[src/rtl/ram_arbiter.sv]
// Round-robin arbiter and sequencer sharing one single-ported word RAM between ports A and B.
// Issues one-cycle strobes, waits READ_LAT edges for read data and returns it to the granted port.
module ram_arbiter #(
    parameter int unsigned ADDR_W   = 32,
    parameter int unsigned DATA_W   = 32,
    parameter int unsigned READ_LAT = 2
) (
    input  logic              clk,
    input  logic              reset,
    input  logic              a_req,
    input  logic              a_we,
    input  logic [ADDR_W-1:0] a_addr,
    input  logic [DATA_W-1:0] a_wdata,
    output logic              a_ack,
    output logic              a_rvalid,
    output logic [DATA_W-1:0] a_rdata,
    input  logic              b_req,
    input  logic              b_we,
    input  logic [ADDR_W-1:0] b_addr,
    input  logic [DATA_W-1:0] b_wdata,
    output logic              b_ack,
    output logic              b_rvalid,
    output logic [DATA_W-1:0] b_rdata,
    input  logic [DATA_W-1:0] ram_in,
    output logic [ADDR_W-1:0] ram_address,
    output logic [DATA_W-1:0] ram_out,
    output logic              read_req,
    output logic              write_req,
    output logic              busy
);

    localparam int unsigned CNT_W = (READ_LAT > 1) ? $clog2(READ_LAT) : 1;

    typedef enum logic {IDLE, WAIT} state_t;
    typedef enum logic {GRANT_A, GRANT_B} port_t;

    state_t            state, state_nxt;
    port_t             last_grant, last_grant_nxt;
    logic [CNT_W-1:0]  cnt, cnt_nxt;
    logic              grant_b;
    logic              sel_we;

    logic              a_ack_nxt, a_rvalid_nxt, b_ack_nxt, b_rvalid_nxt;
    logic              read_req_nxt, write_req_nxt, busy_nxt;
    logic [DATA_W-1:0] a_rdata_nxt, b_rdata_nxt, ram_out_nxt;
    logic [ADDR_W-1:0] ram_address_nxt;

    // Next-state and next-output logic
    always_comb begin
        state_nxt       = state;
        last_grant_nxt  = last_grant;
        cnt_nxt         = cnt;
        ram_address_nxt = ram_address;
        ram_out_nxt     = ram_out;
        a_rdata_nxt     = a_rdata;
        b_rdata_nxt     = b_rdata;
        a_ack_nxt       = 1'b0;
        b_ack_nxt       = 1'b0;
        a_rvalid_nxt    = 1'b0;
        b_rvalid_nxt    = 1'b0;
        read_req_nxt    = 1'b0;
        write_req_nxt   = 1'b0;
        grant_b         = b_req && (!a_req || (last_grant == GRANT_A));
        sel_we          = grant_b ? b_we : a_we;

        unique case (state)
            IDLE: begin
                // The port acked last edge still presents that request this cycle, so skip sampling
                if (!a_ack && !b_ack && (a_req || b_req)) begin
                    last_grant_nxt  = grant_b ? GRANT_B : GRANT_A;
                    ram_address_nxt = grant_b ? b_addr : a_addr;
                    ram_out_nxt     = grant_b ? b_wdata : a_wdata;
                    a_ack_nxt       = !grant_b;
                    b_ack_nxt       = grant_b;
                    read_req_nxt    = !sel_we;
                    write_req_nxt   = sel_we;
                    if (!sel_we) begin
                        state_nxt = WAIT;
                        cnt_nxt   = CNT_W'(READ_LAT - 1);
                    end
                end
            end
            WAIT: begin
                if (cnt == '0) begin
                    state_nxt = IDLE;
                    if (last_grant == GRANT_B) begin
                        b_rdata_nxt  = ram_in;
                        b_rvalid_nxt = 1'b1;
                    end else begin
                        a_rdata_nxt  = ram_in;
                        a_rvalid_nxt = 1'b1;
                    end
                end else begin
                    cnt_nxt = cnt - CNT_W'(1);
                end
            end
        endcase

        busy_nxt = (state_nxt == WAIT);
    end

    // State and output registers
    always_ff @(posedge clk) begin
        if (reset) begin
            state       <= IDLE;
            last_grant  <= GRANT_B;
            cnt         <= '0;
            ram_address <= '0;
            ram_out     <= '0;
            a_rdata     <= '0;
            b_rdata     <= '0;
            a_ack       <= 1'b0;
            b_ack       <= 1'b0;
            a_rvalid    <= 1'b0;
            b_rvalid    <= 1'b0;
            read_req    <= 1'b0;
            write_req   <= 1'b0;
            busy        <= 1'b0;
        end else begin
            state       <= state_nxt;
            last_grant  <= last_grant_nxt;
            cnt         <= cnt_nxt;
            ram_address <= ram_address_nxt;
            ram_out     <= ram_out_nxt;
            a_rdata     <= a_rdata_nxt;
            b_rdata     <= b_rdata_nxt;
            a_ack       <= a_ack_nxt;
            b_ack       <= b_ack_nxt;
            a_rvalid    <= a_rvalid_nxt;
            b_rvalid    <= b_rvalid_nxt;
            read_req    <= read_req_nxt;
            write_req   <= write_req_nxt;
            busy        <= busy_nxt;
        end
    end

endmodule

[config.mk]
export PLATFORM = sky130hd
export DESIGN_NAME = ram_arbiter
export DESIGN_NICKNAME = d
export VERILOG_FILES = /design/src/rtl/ram_arbiter.sv
export SDC_FILE = /design/constraint.sdc
export NUM_CORES = 1
export LEC_CHECK = 0
export ABC_AREA = 0
export BUFFER_PORTS_ARGS = -buffer_cell sky130_fd_sc_hd__buf_2
export CORE_AREA = 2 2 117 119
export CTS_BUF_LIST = sky130_fd_sc_hd__clkbuf_2 sky130_fd_sc_hd__clkbuf_4 sky130_fd_sc_hd__clkbuf_8
export CTS_CLUSTER_SIZE = 30
export DETAILED_ROUTE_END_ITERATION = 12
export DIE_AREA = 0 0 119 121
export PLACE_DENSITY = 0.86
export SLEW_MARGIN = 20
export SYNTH_ARGS = -nofsm -noshare
export SYNTH_HDL_FRONTEND = slang
export SYNTH_SLANG_ARGS = --single-unit
[constraint.sdc]
create_clock -name clk -period 1.78 [get_ports clk]
set_input_delay 0.178 -clock clk [delete_from_list [all_inputs] [get_ports clk]]
set_output_delay 0.178 -clock clk [all_outputs]
set_load 0.03 [all_outputs]
### Yosys cells after proc, flatten, opt, wreduce, memory -nomap -nowiden

Index checks and enable logic that the tools add are counted.

| operators by class | value |
|---|---|
| shift-type cells | 0 |
| order comparisons | 0 |
| bitwise gates (word level) | 4 |
| div/mod/pow operators | 0 |
| $mul | 0 |
| muxes and demuxes | 14 |
| add/subtract/negate cells | 1 |
| equality and inequality tests | 2 |
| reduce and logical (&&, ||, !) cells | 16 |

Operators by type and width:

| kind | number |
|---|---|
| $mux W32 | 2 |
| $mux W1 | 10 |
| $reduce_and A3 Y1 | 2 |
| $reduce_or A3 Y1 | 2 |
| $logic_not A1 Y1 | 5 |
| $ne A2 B2 Y1 const B | 2 |
| $not A1 Y1 | 4 |
| $pmux W1 S2 | 2 |
| $reduce_and A2 Y1 | 2 |
| $logic_and A1 B1 Y1 | 3 |
| $logic_or A1 B1 Y1 | 2 |
| $sub A1 B1 Y1 const B | 1 |

| storage, ports and cells | value |
|---|---|
| bits in latches | 0 |
| memory bits (read-only) | 0 |
| bits in registers | 137 |
| output and inout port bits | 135 |
| memories | 0 |
| bits of input ports | 166 |
| word-level logic and storage cells | 50 |
| memory bits (writable) | 0 |

### Logic depth before layout (Yosys ltp)

| depth | value |
|---|---|
| depth in word-level cells | 7 |
| gate-level depth with buffers | 5 |
| mapped depth without buffers | 3 |

### Worst setup path after synthesis

OpenSTA, ideal clock, no wires.

| timing | value |
|---|---|
| path kind | reg-to-reg |
| start | reg state |
| end | reg a_rdata[10] |
| path buffers | 2 |
| arrival | 1.364 ns |
| period minus slack after synthesis | 1.496 ns |
| setup time | 0.132 ns |
| cell stages (with the launch flop) | 6 |
| required time | 1.648 ns |
| setup slack | 0.284 ns |
| cell sequence | dfxtp_1 -> or3b_1 -> clkbuf_1 -> buf_2 -> nand2_1 -> a21oi_1 |

| on the way | value |
|---|---|
| longest elaborated chain between the ends | 1 |

RTL lines:

| what | RTL line | RTL |
|---|---|---|
| start, declared | 37 | `state_t state, state_nxt;` |
| start signal, assigned | 120 | `state <= state_nxt;` |
| $reduce_and A3 Y1 (no line) | - |  |
| end signal, assigned | 125 | `a_rdata <= a_rdata_nxt;` |
| end, declared | 16 | `output logic [DATA_W-1:0] a_rdata,` |

Every way passes these cells.
A chain may end at the register's enable or synchronous reset.

### Worst setup path in the final report

| timing | value |
|---|---|
| start | reg state |
| end | reg last_grant |

| on the way | value |
|---|---|
| longest elaborated chain between the ends | 2 |

RTL lines:

| what | RTL line | RTL |
|---|---|---|
| $not A1 Y1 (no line) | - |  |
| $reduce_and A2 Y1 (no line) | - |  |
| end signal, assigned | 121 | `last_grant <= last_grant_nxt;` |
| end, declared | 38 | `port_t last_grant, last_grant_nxt;` |

Every way passes these cells.

==> metrics.md <==
| Metric | Value |
|---|---|
| Logic pwr share | `27.4%` |
| Worst Hold Class | `in2reg` |
| Final GP Congestion | `0.7941` |
| Max transition margin | `27.68%` |
| R2R depth | `4` |
| I/O pins | `301` |
| XOR/XNOR share of the synthesized area | `0%` |
| Internal power | `5.917 mW` |
| GRT overflow | `0` |
| Pwr per Cell Area | `1080 nW/um2` |
| Area grow syn2layout | `43.14%` |
| Final hold vios | `0` |
| Die area | `14400 um2` |
| Max-Cap Viols | `0` |
| Slew @ Worst Pin | `1.083 ns` |
| Synthesized flop and latch total | `137` |
| DRC errors left | `0` |
| Fillcell total | `1022` |
| # port buffers | `300` |
| Initial antenna violation count | `0` |
| Detail Placement HPWL | `12500 um` |
| Most common cell after layout, fill and taps aside | `buf_2` |
| Sequential share of power | `39.6%` |
| RSZ-0062 raised after global routing | `no` |
| Post-CTS Setup Inserts | `0` |
| Post-Syn Area per Cell | `9.462 um2` |
| Compound-cell area share of the yosys netlist | `32.45%` |
| Worst setup EP type | `flop` |
| Detail Route Antenna Nets | `0` |
| Number of global-route vias before repair | `5798` |
| CP startpoint | `state` |
| Met3 WL | `1654 um` |
| Syn Nets | `772` |
| Worst-Skew Late Latency | `0.44 ns` |
| Routed wire per std cell | `17.38 um` |
| Initial Util | `43.82%` |
| Detailed Route WL | `19090 um` |
| Root buf cell | `clkbuf_8` |
| Crit path max fanout | `17` |
| Crit share post-route | `89.86%` |
| Met2 wire len | `9476 um` |
| Cell count after placement | `1035` |
| Core area | `13090 um2` |
| Chip Height | `121 um` |
| First-pass GRT wire length | `29170 um` |
| Commonest non-fill, non-tap cells in the layout | `buf_2 (299), dfxtp_1 (137), nand2_1 (129)` |
| Footprint of the multi-input gates | `2486 um2` |
| Mapped Area | `5734 um2` |
| Largest net degree at the start of global routing | `65` |
| Via/cell ratio | `5.400` |
| Die W | `119 um` |
| RR Endpoint | `last_grant` |
| Fin nets | `1076` |
| CTS tree | `yes` |
| WS Path Type | `reg2reg` |
| Non-filler cells, final | `1098` |
| Global Route Usage Sum | `25.62%` |
| Clock buffer count from CTS | `17` |
| Synth Instances | `606` |
| Worst path required time | `2.11 ns` |
| Initial detailed-routing violation count | `522` |
| CP endpoint | `last_grant` |
| DR top layer | `met4` |
| Sw Pwr | `2.947 mW` |
| Critical Path AT | `1.93 ns` |
| Synth Area in Simple Gates | `10.23%` |
| Drt pass-1 iters | `5` |
| Clock slew at reported path FFs | `0.08 ns` |
| Fraction of layout cells with a size suffix above 1 | `45.01%` |
| Period minus WS final | `1.599 ns` |
| Main combinational cell family by area after synthesis | `compound AO/OA/AOI/OAI gates` |
| Maximum vdd drop | `670.1 uV` |
| Sinks on Clock Net | `137` |
| Diode count | `0` |
| Worst R2R Setup Slack | `0.18 ns` |
| Switching Share | `33.25%` |
| FP Rows | `42` |
| Netlist cell types | `28` |
| Clock power frac | `33.1%` |
| Setup TNS | `0 ns` |
| Metal-1 WL | `7114 um` |
| CTS max path bufs | `2` |
| Post-CTS Resized | `0` |
| Outcome | `finished, final reports clean` |
| Register area | `2743 um2` |
| Slew Viols, Final | `0` |
| Setup violations, final | `0` |
| Proportion of synthesized area in mux cells | `0.1964%` |
| Fmax achieved | `0.6252 GHz` |
| Post-synthesis sequential area ratio | `47.83%` |
| Clock skew | `0.008790 ns` |
| Synth Area in Adders | `0%` |
| Worst reg2reg startpoint | `state` |
| Critical Path Start Type | `flop` |
| Vias | `5929` |
| Yosys Warn Count | `0` |
| H-Tree Depth | `4` |
| Leak pwr | `3.602 nW` |
## kinds of logic after synthesis
| kind of cell | count (synthesis) |
|---|---|
| AOI/OAI and AO/OA | 197 |
| buffers and inverters | 128 |
| DFF | 137 |
| muxes | 1 |
| and+or+nand+nor | 143 |
## cell type report
| class | count | area share (%) |
|---|---|---|
| repair buffers | 348 | 25.11 |
| clock inverters | 12 | 2.424 |
| flip-flops and latches | 137 | 33.41 |
| clock buffers | 19 | 3.110 |
| inverters | 65 | 2.973 |
| well taps | 176 | 2.683 |
| multi-input cells | 341 | 30.29 |
## flip-flops by register name, indices dropped and copies added, names as in the netlist
signal       flops
a_rdata         32
b_rdata         32
ram_address     32
ram_out         32
a_ack            1
a_rvalid         1
b_ack            1
b_rvalid         1
cnt              1
last_grant       1
read_req         1
state            1
write_req        1
## through the flow
| step | setup slack, ns | instance area (um2) | total power [mW] | hold WS (ns) | util (%) |
|---|---|---|---|---|---|
| final | 0.1806 | 8208 | 8.863 | 0.06771 | 62.73 |
| after global placement | 0.06380 | 7433 | 5.874 | 0.4290 | 56.81 |
| after detailed placement | 0.05218 | 7433 | 5.921 | 0.4352 | 56.81 |
| after CTS | 0.1016 | 8208 | 8.917 | 0.03365 | 62.73 |
| after floorplan | 0.2838 | 5734 | 5.127 | 0.3140 | - |
| after global routing | 0.06030 | 8208 | 9.228 | 0.04921 | 62.73 |
## critical path, stage by stage, from the launching register on
cell	delay [ns]
dfxtp_1	0.41
nor3_4	0.29
buf_4	0.36
nand2_1	0.12
a221o_1	0.30
## layer usage
| metal | track usage (%) | up-vias |
|---|---|---|
| met2 | 44.29 | 304 |
| met3 | 8.741 | 62 |
| met1 | 27.39 | 2764 |
| met4 | 14.43 | 0 |
| li1 | - | 2799 |
| met5 | 0 | - |
## cell usage after synthesis
master | n | area share [%]
nand3b_1 | 2 | 0.26
nor3_2 | 1 | 0.17
inv_2 | 1 | 0.065
and3b_1 | 1 | 0.15
a21bo_2 | 1 | 0.17
o21ai_2 | 1 | 0.15
a221oi_1 | 4 | 0.61
buf_2 | 30 | 2.6
buf_4 | 2 | 0.26
inv_1 | 64 | 4.2
a221oi_2 | 60 | 16
nand2_1 | 129 | 8.4
nor3_1 | 2 | 0.17
nor2_1 | 2 | 0.13
o31ai_1 | 2 | 0.26
o32ai_1 | 64 | 9.8
nor3b_2 | 1 | 0.22
nor3b_1 | 2 | 0.26
clkbuf_1 | 29 | 1.9
a221o_1 | 1 | 0.17
or3b_2 | 1 | 0.15
a21oi_1 | 64 | 5.6
dfxtp_1 | 137 | 48
buf_6 | 1 | 0.20
mux2_2 | 1 | 0.20
nor2b_1 | 1 | 0.11
buf_1 | 1 | 0.065
or3b_1 | 1 | 0.15
## power by group through the flow
| stage | logic (mW) | clock network (mW) | registers, mW |
|---|---|---|---|
| final | 2.42 | 2.93 | 3.51 |
| after global routing | 2.56 | 3.13 | 3.54 |
| after CTS | 2.41 | 3.00 | 3.50 |
| after detailed placement | 2.35 | 0 | 3.57 |
| after global placement | 2.32 | 0 | 3.55 |
| after floorplan | 1.01 | 0 | 4.12 |
## how the worst min path moves through the flow
stage,from,to,slack (ns),cells after the start
after floorplan,ram_in[10],a_rdata[10],0.31,2
after CTS,b_addr[29],ram_address[29],0.03,3
after detailed placement,ram_in[7],a_rdata[7],0.44,3
after global placement,ram_in[13],b_rdata[13],0.43,3
final,b_addr[29],ram_address[29],0.07,3
after global routing,b_wdata[9],ram_out[9],0.05,3
## what timing repair did
item / 4_1_cts / 5_1_grt
hold buffers: 32 / 0
setup endpoints to repair: 0 / 1
endpoints found under the hold margin: 63 / 0
Note: power is estimated with default switching activity, not from simulation.
